### src/rtl/seq_detector_param.sv
// seq_detector_param: generic serial bit-pattern detector with a saturating
// match counter. It tracks P, the length of the longest pattern prefix that is
// also a suffix of the accepted bits. Both the transition table and the match
// condition are derived from PATTERN at elaboration time.
module seq_detector_param #(
  parameter int                 SEQ_LEN = 3,
  parameter logic [SEQ_LEN-1:0] PATTERN = 3'b010,
  parameter bit                 OVERLAP = 1'b1,
  parameter int                 CNT_W   = 10
) (
  input  logic             clk,
  input  logic             rst,
  input  logic             xin,
  input  logic             en,
  input  logic             clr_cnt,
  output logic             y,
  output logic [CNT_W-1:0] count,
  output logic             sat
);

  localparam int PW = (SEQ_LEN > 1) ? $clog2(SEQ_LEN) : 1;

  typedef logic [PW-1:0] progress_t;

  localparam progress_t LAST_PROGRESS = progress_t'(SEQ_LEN - 1);

  // Pattern lengths outside 2..16 cannot be built; stop at elaboration.
  if (SEQ_LEN < 2 || SEQ_LEN > 16) begin : g_bad_len
    $error("seq_detector_param: SEQ_LEN must lie in 2..16");
  end

  // Progress after appending bit b to prefix(p). The candidate is prefix(p)
  // followed by b. The result is the longest prefix of PATTERN, shorter than
  // SEQ_LEN, that ends the candidate. When the candidate is a full hit and
  // overlap is disabled, matching starts again from nothing.
  function automatic int nextProgress(input int p, input int b);
    int pat;
    int cand;
    int limit;
    int best;
    int pre;
    int suf;
    pat  = int'(PATTERN);
    cand = ((pat >> (SEQ_LEN - p)) << 1) | b;
    if ((p == SEQ_LEN - 1) && (cand == pat) && !OVERLAP) begin
      return 0;
    end
    limit = (p + 1 < SEQ_LEN) ? p + 1 : SEQ_LEN - 1;
    best  = 0;
    for (int k = 1; k <= limit; k++) begin
      pre = pat >> (SEQ_LEN - k);
      suf = cand & ((1 << k) - 1);
      if (pre == suf) begin
        best = k;
      end
    end
    return best;
  endfunction

  progress_t stepTbl0 [SEQ_LEN];
  progress_t stepTbl1 [SEQ_LEN];

  for (genvar g = 0; g < SEQ_LEN; g++) begin : g_tbl
    localparam progress_t NEXT_ON_0 = progress_t'(nextProgress(g, 0));
    localparam progress_t NEXT_ON_1 = progress_t'(nextProgress(g, 1));
    assign stepTbl0[g] = NEXT_ON_0;
    assign stepTbl1[g] = NEXT_ON_1;
  end

  progress_t        progress_q, progress_d;
  logic             y_q, y_d;
  logic [CNT_W-1:0] count_q, count_d;
  logic             sat_q, sat_d;
  logic             hit;

  // Register the progress state and all outputs. Reset drops any partial match.
  always_ff @(posedge clk or posedge rst) begin
    if (rst) begin
      progress_q <= '0;
      y_q        <= 1'b0;
      count_q    <= '0;
      sat_q      <= 1'b0;
    end else begin
      progress_q <= progress_d;
      y_q        <= y_d;
      count_q    <= count_d;
      sat_q      <= sat_d;
    end
  end

  // Advance the progress on enabled samples. A hit is the final pattern bit
  // arriving while all earlier pattern bits are already matched.
  always_comb begin
    progress_d = progress_q;
    hit        = 1'b0;
    if (en) begin
      progress_d = xin ? stepTbl1[progress_q] : stepTbl0[progress_q];
      hit        = (progress_q == LAST_PROGRESS) && (xin == PATTERN[0]);
    end
  end

  // Pulse y for every hit. The counter saturates instead of wrapping, and a
  // lost increment sets the sticky sat flag. clr_cnt wins over a hit.
  always_comb begin
    y_d     = hit;
    count_d = count_q;
    sat_d   = sat_q;
    if (clr_cnt) begin
      count_d = '0;
      sat_d   = 1'b0;
    end else if (hit) begin
      if (&count_q) begin
        sat_d = 1'b1;
      end else begin
        count_d = count_q + CNT_W'(1);
      end
    end
  end

  assign y     = y_q;
  assign count = count_q;
  assign sat   = sat_q;

endmodule

### config.mk
export PLATFORM = sky130hd
export DESIGN_NAME = seq_detector_param
export DESIGN_NICKNAME = d
export VERILOG_FILES = /design/src/rtl/seq_detector_param.sv
export SDC_FILE = /design/constraint.sdc
export NUM_CORES = 1
export LEC_CHECK = 0
export ABC_AREA = 0
export CORE_MARGIN = 2
export CORE_UTILIZATION = 47
export DETAILED_ROUTE_END_ITERATION = 10
export PLACE_DENSITY = 0.72
export SYNTH_ARGS = -nofsm -noshare
export SYNTH_HDL_FRONTEND = slang
export SYNTH_SLANG_ARGS = --single-unit
### constraint.sdc
create_clock -name clk -period 2.1 [get_ports clk]
set_input_delay 0.42 -clock clk [delete_from_list [all_inputs] [get_ports clk]]
set_output_delay 0.42 -clock clk [all_outputs]
set_load 0.01 [all_outputs]
==> impl_metrics.env, run 1 <==
export IMPL_dp_hpwl_mm=1.01
export IMPL_maxSlewHeadroom_pct=64.2
export IMPL_internal_power_mw=0.397
export IMPL_p_per_area_mw_per_mm2=548
export IMPL_use_met3_pct=2.55
export IMPL_vdd_drop_max_mv=0.444
export IMPL_grtUsageMet1_pct=22.1
export IMPL_required_ns=2.30
export IMPL_period_needed_ns=1.81
export IMPL_p_switching_mw=0.111
export IMPL_grt_overflow_total=0
export IMPL_setup_worst_path_end_class="register"
export IMPL_grt_max_degree=15
export IMPL_core_sq_mm=0.00145
export IMPL_synth_edf_count=0
export IMPL_synth_async_reset_ratio_pct=100
export IMPL_postLayoutCoreUtil_pct=63.8
export IMPL_cts_tree="built"
export IMPL_area_growth_syn_to_layout_pct=30.5
export IMPL_die_h_um=42.9
export IMPL_synth_fp_nets=75
export IMPL_swShare_pct=21.8
export IMPL_slowest_delay_ns=0.51
export IMPL_vias=593
export IMPL_gp_congestion=0.726
export IMPL_cts_root_buf="clkbuf_4"
export IMPL_syn_cell_area_sq_um=711
export IMPL_row_count=14
export IMPL_final_area_sq_um=927
export IMPL_fin_skew_ns=0.00141
export IMPL_seq_area_frac_synth_pct=49.3
export IMPL_cts_resized=0
export IMPL_synth_cells=69
export IMPL_max_freq_mhz=554
export IMPL_rsz0062_at_grt="no"
export IMPL_finalSetupTns_ns=0
export IMPL_r2r_cells=5
export IMPL_top_usage_layer="met2"
export IMPL_hold_path_class="in2async"
export IMPL_pwr_share_seq_pct=55.2
export IMPL_cp_cell_sequence="ha_1 > nand3_1 > nor2_1 > or4_1 > a21oi_1"
export IMPL_worst_slew_pin_transition_ns=0.536
export IMPL_cts_sinks=14
export IMPL_hold_viol_final=0
export IMPL_io_pins=17
export IMPL_placed_area_sq_um=891
export IMPL_met2_usage_pct=29.1
export IMPL_pwr_share_comb_pct=6.4
export IMPL_numPortBuffers=16
export IMPL_post_route_period_util_pct=86.0
export IMPL_clk_pin_slew_ns=0.09
export IMPL_clockPowerShare_pct=38.4
export IMPL_first_global_vias=555
export IMPL_cts_hold_buf=0
export IMPL_slew_violations=0
export IMPL_arrival_ns=2.01
export IMPL_nFillCells=123
export IMPL_ys_flop_type="dfrtp_1"
export IMPL_synth_cell_types=24
export IMPL_grt_pass1_wl_mm=2.46
export IMPL_initial_core_util_pct=48.9
export IMPL_antenna_found_initial=0
export IMPL_status="finished clean"
export IMPL_ys_ff_latch=14
export IMPL_htreeDepth=1
export IMPL_drc=0
export IMPL_critPathSlowestCell="or4_1"
export IMPL_clockBufferDepth=2
export IMPL_final_nets=96
export IMPL_leakage_nw=0.402
export IMPL_wl_per_cell_um=13.5
export IMPL_numCtsBuffers=3
export IMPL_start_kind="register"
export IMPL_setup_viol=0
export IMPL_drt_wl_total_mm=1.42
export IMPL_fin_worst_hold_slack_ns=0.469
export IMPL_initialDrtViolationCount=13
export IMPL_diodes=0
export IMPL_routed_via_density=5.65
export IMPL_clk_latency_ns=0.28
export IMPL_finalPower_mw=0.508
export IMPL_postCtsSetupBuffers=0
export IMPL_globalRouteTotalUtil_pct=17.9
export IMPL_drv_cap=0
export IMPL_dr_pass1_iters=4
export IMPL_yosysWarnings=0
export IMPL_drive_above_1_share_pct=8.99
export IMPL_synth_area_per_cell_sq_um=10.3
export IMPL_die_x_um=42.9
export IMPL_crit_type="reg2reg"
export IMPL_dieArea_sq_mm=0.00184
export IMPL_worst_path_max_fanout=6
export IMPL_antenna_left=0
==> synth_stat cells, types with 2 or more instances <==
library cell	number	area share, %
dfrtp_1	14	49
nor2_1	8	4.2
a21oi_1	7	4.9
nand3_1	6	4.2
mux2i_1	5	7.0
nand4_1	4	3.5
o31ai_1	3	3.2
or4_1	3	3.2
and3_1	2	1.8
nand2_1	2	1.1
nor3_1	2	1.4
==> worst max-delay path: cells and delay by family (launching register included) <==
kind	cells	cell delay (ns)
AND/OR/NAND/NOR	3	0.80
adder cells (fa/ha/maj)	1	0.31
flip-flops	1	0.47
AO/OA/AOI/OAI	1	0.15
==> cells by family after synthesis <==
logic type	share of synthesized area [%]
fa+ha+maj	1.76
buf+inv	2.64
xor+xnor	1.23
mux	8.63
compound gates	11.1
simple gates	25.4
flops	49.3
==> per-layer routing <==
| metal | share of wire [%] | wire [um] |
|---|---|---|
| met1 | 47 | 668 |
| met5 | 0 | 0 |
| met4 | 1.3 | 18 |
| met3 | 4.4 | 63 |
| met2 | 47 | 671 |
==> flip-flops by register name, summed over array words and instances, names as in the netlist <==
signal and count:
count 10, progress_q 2, y 1, sat 1
==> metrics by stage <==
stage	cells	worst slack (ns)
2_1_floorplan	69	0.414
3_3_place_gp	101	0.113
3_5_place_dp	101	0.0727
4_1_cts	105	0.298
5_1_grt	105	0.188
6_report	105	0.295
==> cell type report <==
cell class,count,area [sq um],share of cell area [%]
Sequential cell,14,350,37.8
Timing Repair Buffer,18,175,18.9
Multi-Input combinational cell,52,342,36.8
Tap cell,16,20.0,2.16
Clock buffer,4,36.3,3.91
Inverter,1,3.75,0.405
==> placed cells by master, fill, tap and decap left out <==
master	instances
a211oi_1	1
a21oi_1	7
and3_1	2
and4bb_1	1
buf_4	2
clkbuf_4	3
clkbuf_8	1
clkdlybuf4s50_1	16
dfrtp_1	14
ha_1	1
inv_1	1
mux2_2	1
mux2i_1	5
nand2_1	2
nand2b_1	1
nand3_1	6
nand3_4	1
nand4_1	4
nor2_1	8
nor2b_1	1
nor3_1	2
o21ai_0	1
o31ai_1	3
o41ai_1	1
or4_1	3
xor2_1	1
==> power by group through the flow <==
stage / clock network [mW] / registers [mW] / logic [mW]
2_1_floorplan: 0 / 0.285 / 0.0174
3_3_place_gp: 0 / 0.286 / 0.0328
3_5_place_dp: 0 / 0.286 / 0.0333
4_1_cts: 0.203 / 0.280 / 0.0332
5_1_grt: 0.212 / 0.281 / 0.0366
6_report: 0.195 / 0.280 / 0.0327
==> path summary, 6_finish.rpt <==
path	from	slack [ns]	endpoint
max in group asynchronous	rst	1.28	count[2]
hold / removal	rst	0.47	count[7]
min in group clk	progress_q[1]	0.50	progress_q[1]
setup / recovery	count[0]	0.29	count[7]
hold reg to reg	progress_q[1]	0.50	progress_q[1]
setup reg to reg	count[0]	0.29	count[7]
Power figures use the tool's default switching activity.
==> run 2: changes to the inputs <==
--- a/config.mk
+++ b/config.mk
@@ -10,6 +10,7 @@
 export CORE_UTILIZATION = 47
 export DETAILED_ROUTE_END_ITERATION = 10
 export PLACE_DENSITY = 0.72
+export SETUP_SLACK_MARGIN = 0.3
 export SYNTH_ARGS = -nofsm -noshare
 export SYNTH_HDL_FRONTEND = slang
 export SYNTH_SLANG_ARGS = --single-unit
==> impl_metrics.env, run 2 (synthesis gave the netlist of run 1 again) <==
export IMPL_largest_reg_flops=10
export IMPL_drive_above_1_share_pct=13.5
export IMPL_hold_path_class="in2async"
export IMPL_core_sq_mm=0.00145
export IMPL_diodes=0
export IMPL_first_global_vias=555
export IMPL_cts_root_buf="clkbuf_4"
export IMPL_worst_slew_pin_transition_ns=0.535
export IMPL_wl_per_cell_um=13.6
export IMPL_fin_skew_ns=0.00103
export IMPL_cp_cell_sequence="clkdlybuf4s50_1"
export IMPL_cts_tree="built"
export IMPL_vdd_drop_max_mv=0.444
export IMPL_p_per_area_mw_per_mm2=546
export IMPL_crit_type="reg2out"
export IMPL_initialDrtViolationCount=15
export IMPL_dp_hpwl_mm=1.01
export IMPL_max_freq_mhz=579
export IMPL_dpl_worst_slack_ns=0.0727
export IMPL_post_route_period_util_pct=82.3
export IMPL_grt_overflow_total=0
export IMPL_finalPower_mw=0.509
export IMPL_drv_cap=0
export IMPL_critPathSlowestCell="clkdlybuf4s50_1"
export IMPL_vias=605
export IMPL_final_nets=96
export IMPL_postLayoutCoreUtil_pct=64.1
export IMPL_clk_pin_slew_ns=0.09
export IMPL_antenna_left=0
export IMPL_numPortBuffers=16
export IMPL_numCtsBuffers=3
export IMPL_gp_congestion=0.726
export IMPL_status="finished clean"
export IMPL_io_pins=17
export IMPL_area_growth_syn_to_layout_pct=31.2
export IMPL_setup_viol=0
export IMPL_required_ns=1.68
export IMPL_slew_violations=0
export IMPL_rsz0062_at_grt="yes"
export IMPL_row_count=14
export IMPL_cts_hold_buf=0
export IMPL_cts_sinks=14
export IMPL_die_x_um=42.9
export IMPL_grt_max_degree=15
export IMPL_worst_path_max_fanout=7
export IMPL_dieArea_sq_mm=0.00184
export IMPL_die_h_um=42.9
export IMPL_crit_family="buffers and inverters"
export IMPL_setup_slack_ns=0.372
export IMPL_clk_latency_ns=0.28
export IMPL_dr_pass1_iters=4
export IMPL_arrival_ns=1.31
export IMPL_drt_wl_total_mm=1.43
export IMPL_final_common_cell="clkdlybuf4s50_1"
export IMPL_routed_via_density=5.76
export IMPL_cp_buffers_inverters=1
export IMPL_maxSlewHeadroom_pct=64.3
export IMPL_drc=0
export IMPL_finalSetupTns_ns=0
export IMPL_start_kind="register"
export IMPL_hold_viol_final=0
export IMPL_setup_worst_path_end_class="output port"
export IMPL_globalRouteTotalUtil_pct=17.9
export IMPL_period_needed_ns=1.73
export IMPL_leakage_nw=0.392
export IMPL_htreeDepth=1
export IMPL_initial_core_util_pct=48.9
export IMPL_clockBufferDepth=2
export IMPL_layout_common_cells="16 x clkdlybuf4s50_1, 12 x dfrtp_1, 8 x nor2_1, 7 x a21oi_1, 6 x nand3_1"
export IMPL_antenna_found_initial=0
export IMPL_slowest_delay_ns=0.57
export IMPL_postCtsSetupBuffers=0
export IMPL_grt_pass1_wl_mm=2.46
## run 2: cell counts in the layout (fill, tap and decap cells not counted)
No cell type changed its count.
## run 2: where the power goes
| group | switching, mW | total (mW) | leakage, nW | internal (mW) |
|---|---|---|---|---|
| combinational | 0.0158 | 0.0328 | 0.182 | 0.0170 |
| sequential | 0.00539 | 0.281 | 0.189 | 0.275 |
| clock | 0.0900 | 0.196 | 0.0210 | 0.106 |
| total | 0.111 | 0.509 | 0.392 | 0.398 |
## run 2: layout make-up
cell class	instances	area (sq um)
Inverter	1	3.75
Fill cell	122	522
Timing Repair Buffer	18	175
Tap cell	16	20.0
Clock buffer	4	36.3
Multi-Input combinational cell	52	344
Sequential cell	14	353
## run 2: path summary, 6_finish.rpt
path                                 endpoint  slack [ns]           from  cells after the start
worst max-delay path                 count[2]        0.37       count[2]                      1
worst min-delay path                 count[7]        0.47            rst                      2
worst max register to register       count[7]        0.39       count[0]                      5
worst min register to register  progress_q[1]        0.50  progress_q[1]                      1
max in group asynchronous            count[0]        1.25            rst                      2
min in group clk                progress_q[1]        0.50  progress_q[1]                      1
## run 2: routing by layer
metal  vias to the layer above  share of wire (%)  track usage, %
met4                         0                1.3            11.3
met1                       280                 45            22.1
met5                         -                  0               0
met2                        22                 48            29.1
met3                         2                5.6            2.55
li1                        301                  -               -
## run 2: what timing repair did
| action | 4_1_cts | 5_1_grt |
|---|---|---|
| gates resized for setup | 1 | 3 |
| pin swaps | 0 | 1 |
| setup endpoints to repair | 1 | 7 |
## run 2: metrics by stage
stage	std cells	hold slack [ns]	area, sq um
floorplan	69	0.309	711
global placement	101	0.488	891
detailed placement	101	0.492	891
CTS	105	0.485	930
global route	105	0.513	932
finish	105	0.469	932
==> run 3: changes to the inputs <==
==> constraint.sdc (replaced) <==
create_clock -name clk -period 1.7 [get_ports clk]
set_input_delay 0.34 -clock clk [delete_from_list [all_inputs] [get_ports clk]]
set_output_delay 0.34 -clock clk [all_outputs]
set_load 0.01 [all_outputs]
==> impl_metrics.env, run 3 (synthesis gave the netlist of run 1 again) <==
export IMPL_status="finished clean"
export IMPL_final_nets=126
export IMPL_dieArea_sq_mm=0.00184
export IMPL_clk_pin_slew_ns=0.09
export IMPL_instances_no_fill=135
export IMPL_dr_pass1_iters=4
export IMPL_rsz0062_at_grt="yes"
export IMPL_htreeDepth=1
export IMPL_dp_hpwl_mm=1.05
export IMPL_vias=812
export IMPL_diodes=0
export IMPL_cts_root_buf="clkbuf_4"
export IMPL_setup_viol=0
export IMPL_start_kind="register"
export IMPL_dp_cells=103
export IMPL_p_per_area_mw_per_mm2=524
export IMPL_core_sq_mm=0.00145
export IMPL_initialDrtViolationCount=17
export IMPL_globalRouteTotalUtil_pct=25.0
export IMPL_clk_latency_ns=0.28
export IMPL_final_area_sq_mm=0.00126
export IMPL_drc=0
export IMPL_maxSlewHeadroom_pct=64.1
export IMPL_drive_above_1_share_pct=49.6
export IMPL_grt_overflow_total=0
export IMPL_leakage_nw=0.632
export IMPL_placed_area_sq_um=936
export IMPL_gp_congestion=0.749
export IMPL_numPortBuffers=16
export IMPL_finalSetupTns_ns=0
export IMPL_vdd_drop_max_mv=0.568
export IMPL_grt_max_degree=15
export IMPL_first_global_vias=746
export IMPL_max_freq_mhz=634
export IMPL_setup_worst_path_end_class="register"
export IMPL_antenna_left=0
export IMPL_drt_wl_total_mm=2.43
export IMPL_grt_pass1_wl_mm=3.37
export IMPL_routed_via_density=6.01
export IMPL_antenna_found_initial=0
export IMPL_required_ns=1.91
export IMPL_wl_per_cell_um=18.0
export IMPL_fin_skew_ns=0.000671
export IMPL_final_common_cell="buf_4"
export IMPL_hold_viol_final=0
export IMPL_initial_core_util_pct=48.9
export IMPL_cts_tree="built"
export IMPL_fin_worst_hold_slack_ns=0.386
export IMPL_die_x_um=42.9
export IMPL_row_count=14
export IMPL_finalPower_mw=0.662
export IMPL_io_pins=17
export IMPL_area_growth_syn_to_layout_pct=77.8
export IMPL_clockBufferDepth=2
export IMPL_cts_sinks=14
export IMPL_post_route_period_util_pct=92.7
export IMPL_largest_reg_flops=10
export IMPL_slew_violations=0
export IMPL_numCtsBuffers=3
export IMPL_worst_path_max_fanout=5
export IMPL_dpl_worst_slack_ns=-0.242
export IMPL_worst_slew_pin_transition_ns=0.538
export IMPL_arrival_ns=1.78
export IMPL_drv_cap=0
export IMPL_period_needed_ns=1.58
export IMPL_postLayoutCoreUtil_pct=86.9
export IMPL_crit_type="reg2reg"
export IMPL_die_h_um=42.9
export IMPL_setup_slack_ns=0.124
export IMPL_cts_hold_buf=0
export IMPL_hold_path_class="in2async"
export IMPL_layout_common_cells="28 x buf_4, 11 x dlygate4sd2_1, 9 x dfrtp_1, 7 x nor2_1"
run 3: timing repair:
item	in CTS	in global routing
setup endpoints to repair	21	14
hold endpoints to repair	0	0
pin swaps	8	10
gates resized for setup	28	13
setup buffers	19	9
gates cloned	0	0
run 3: final cells by class:
class / instances / area, sq um
inverters: 1 / 3.75
clock buffers: 4 / 36.3
repair buffers: 48 / 394
flip-flops and latches: 14 / 357
multi-input cells: 52 / 453
fillers: 70 / 190
well taps: 16 / 20.0
run 3: worst paths after layout:
check                              start             to  slack [ns]  depth (start not counted)
hold / removal                       rst       count[8]        0.39                          2
setup / recovery           progress_q[0]       count[9]        0.12                          4
setup reg to reg           progress_q[0]       count[9]        0.12                          4
hold reg to reg                      sat            sat        0.52                          2
min in group clk                      en  progress_q[1]        0.50                          3
max in group asynchronous            rst       count[5]        0.93                          2
run 3: per-layer routing:
metal  track usage (%)  routed length [um]
met1              28.5                 979
met2              44.2                1230
met3              4.68                 125
met4              11.9                 100
met5                 0                   0
run 3: worst max-delay path, cell delays in order, from the launching register on:
cell and delay (ns):
dfrtp_1 0.39, and4bb_2 0.36, nand3_4 0.10, or4_4 0.52, a21oi_2 0.14
run 3: report_power, final:
group	internal, mW	switching [mW]	total [mW]
logic	0.0381	0.0309	0.0690
registers	0.340	0.00484	0.345
clock network	0.130	0.118	0.249
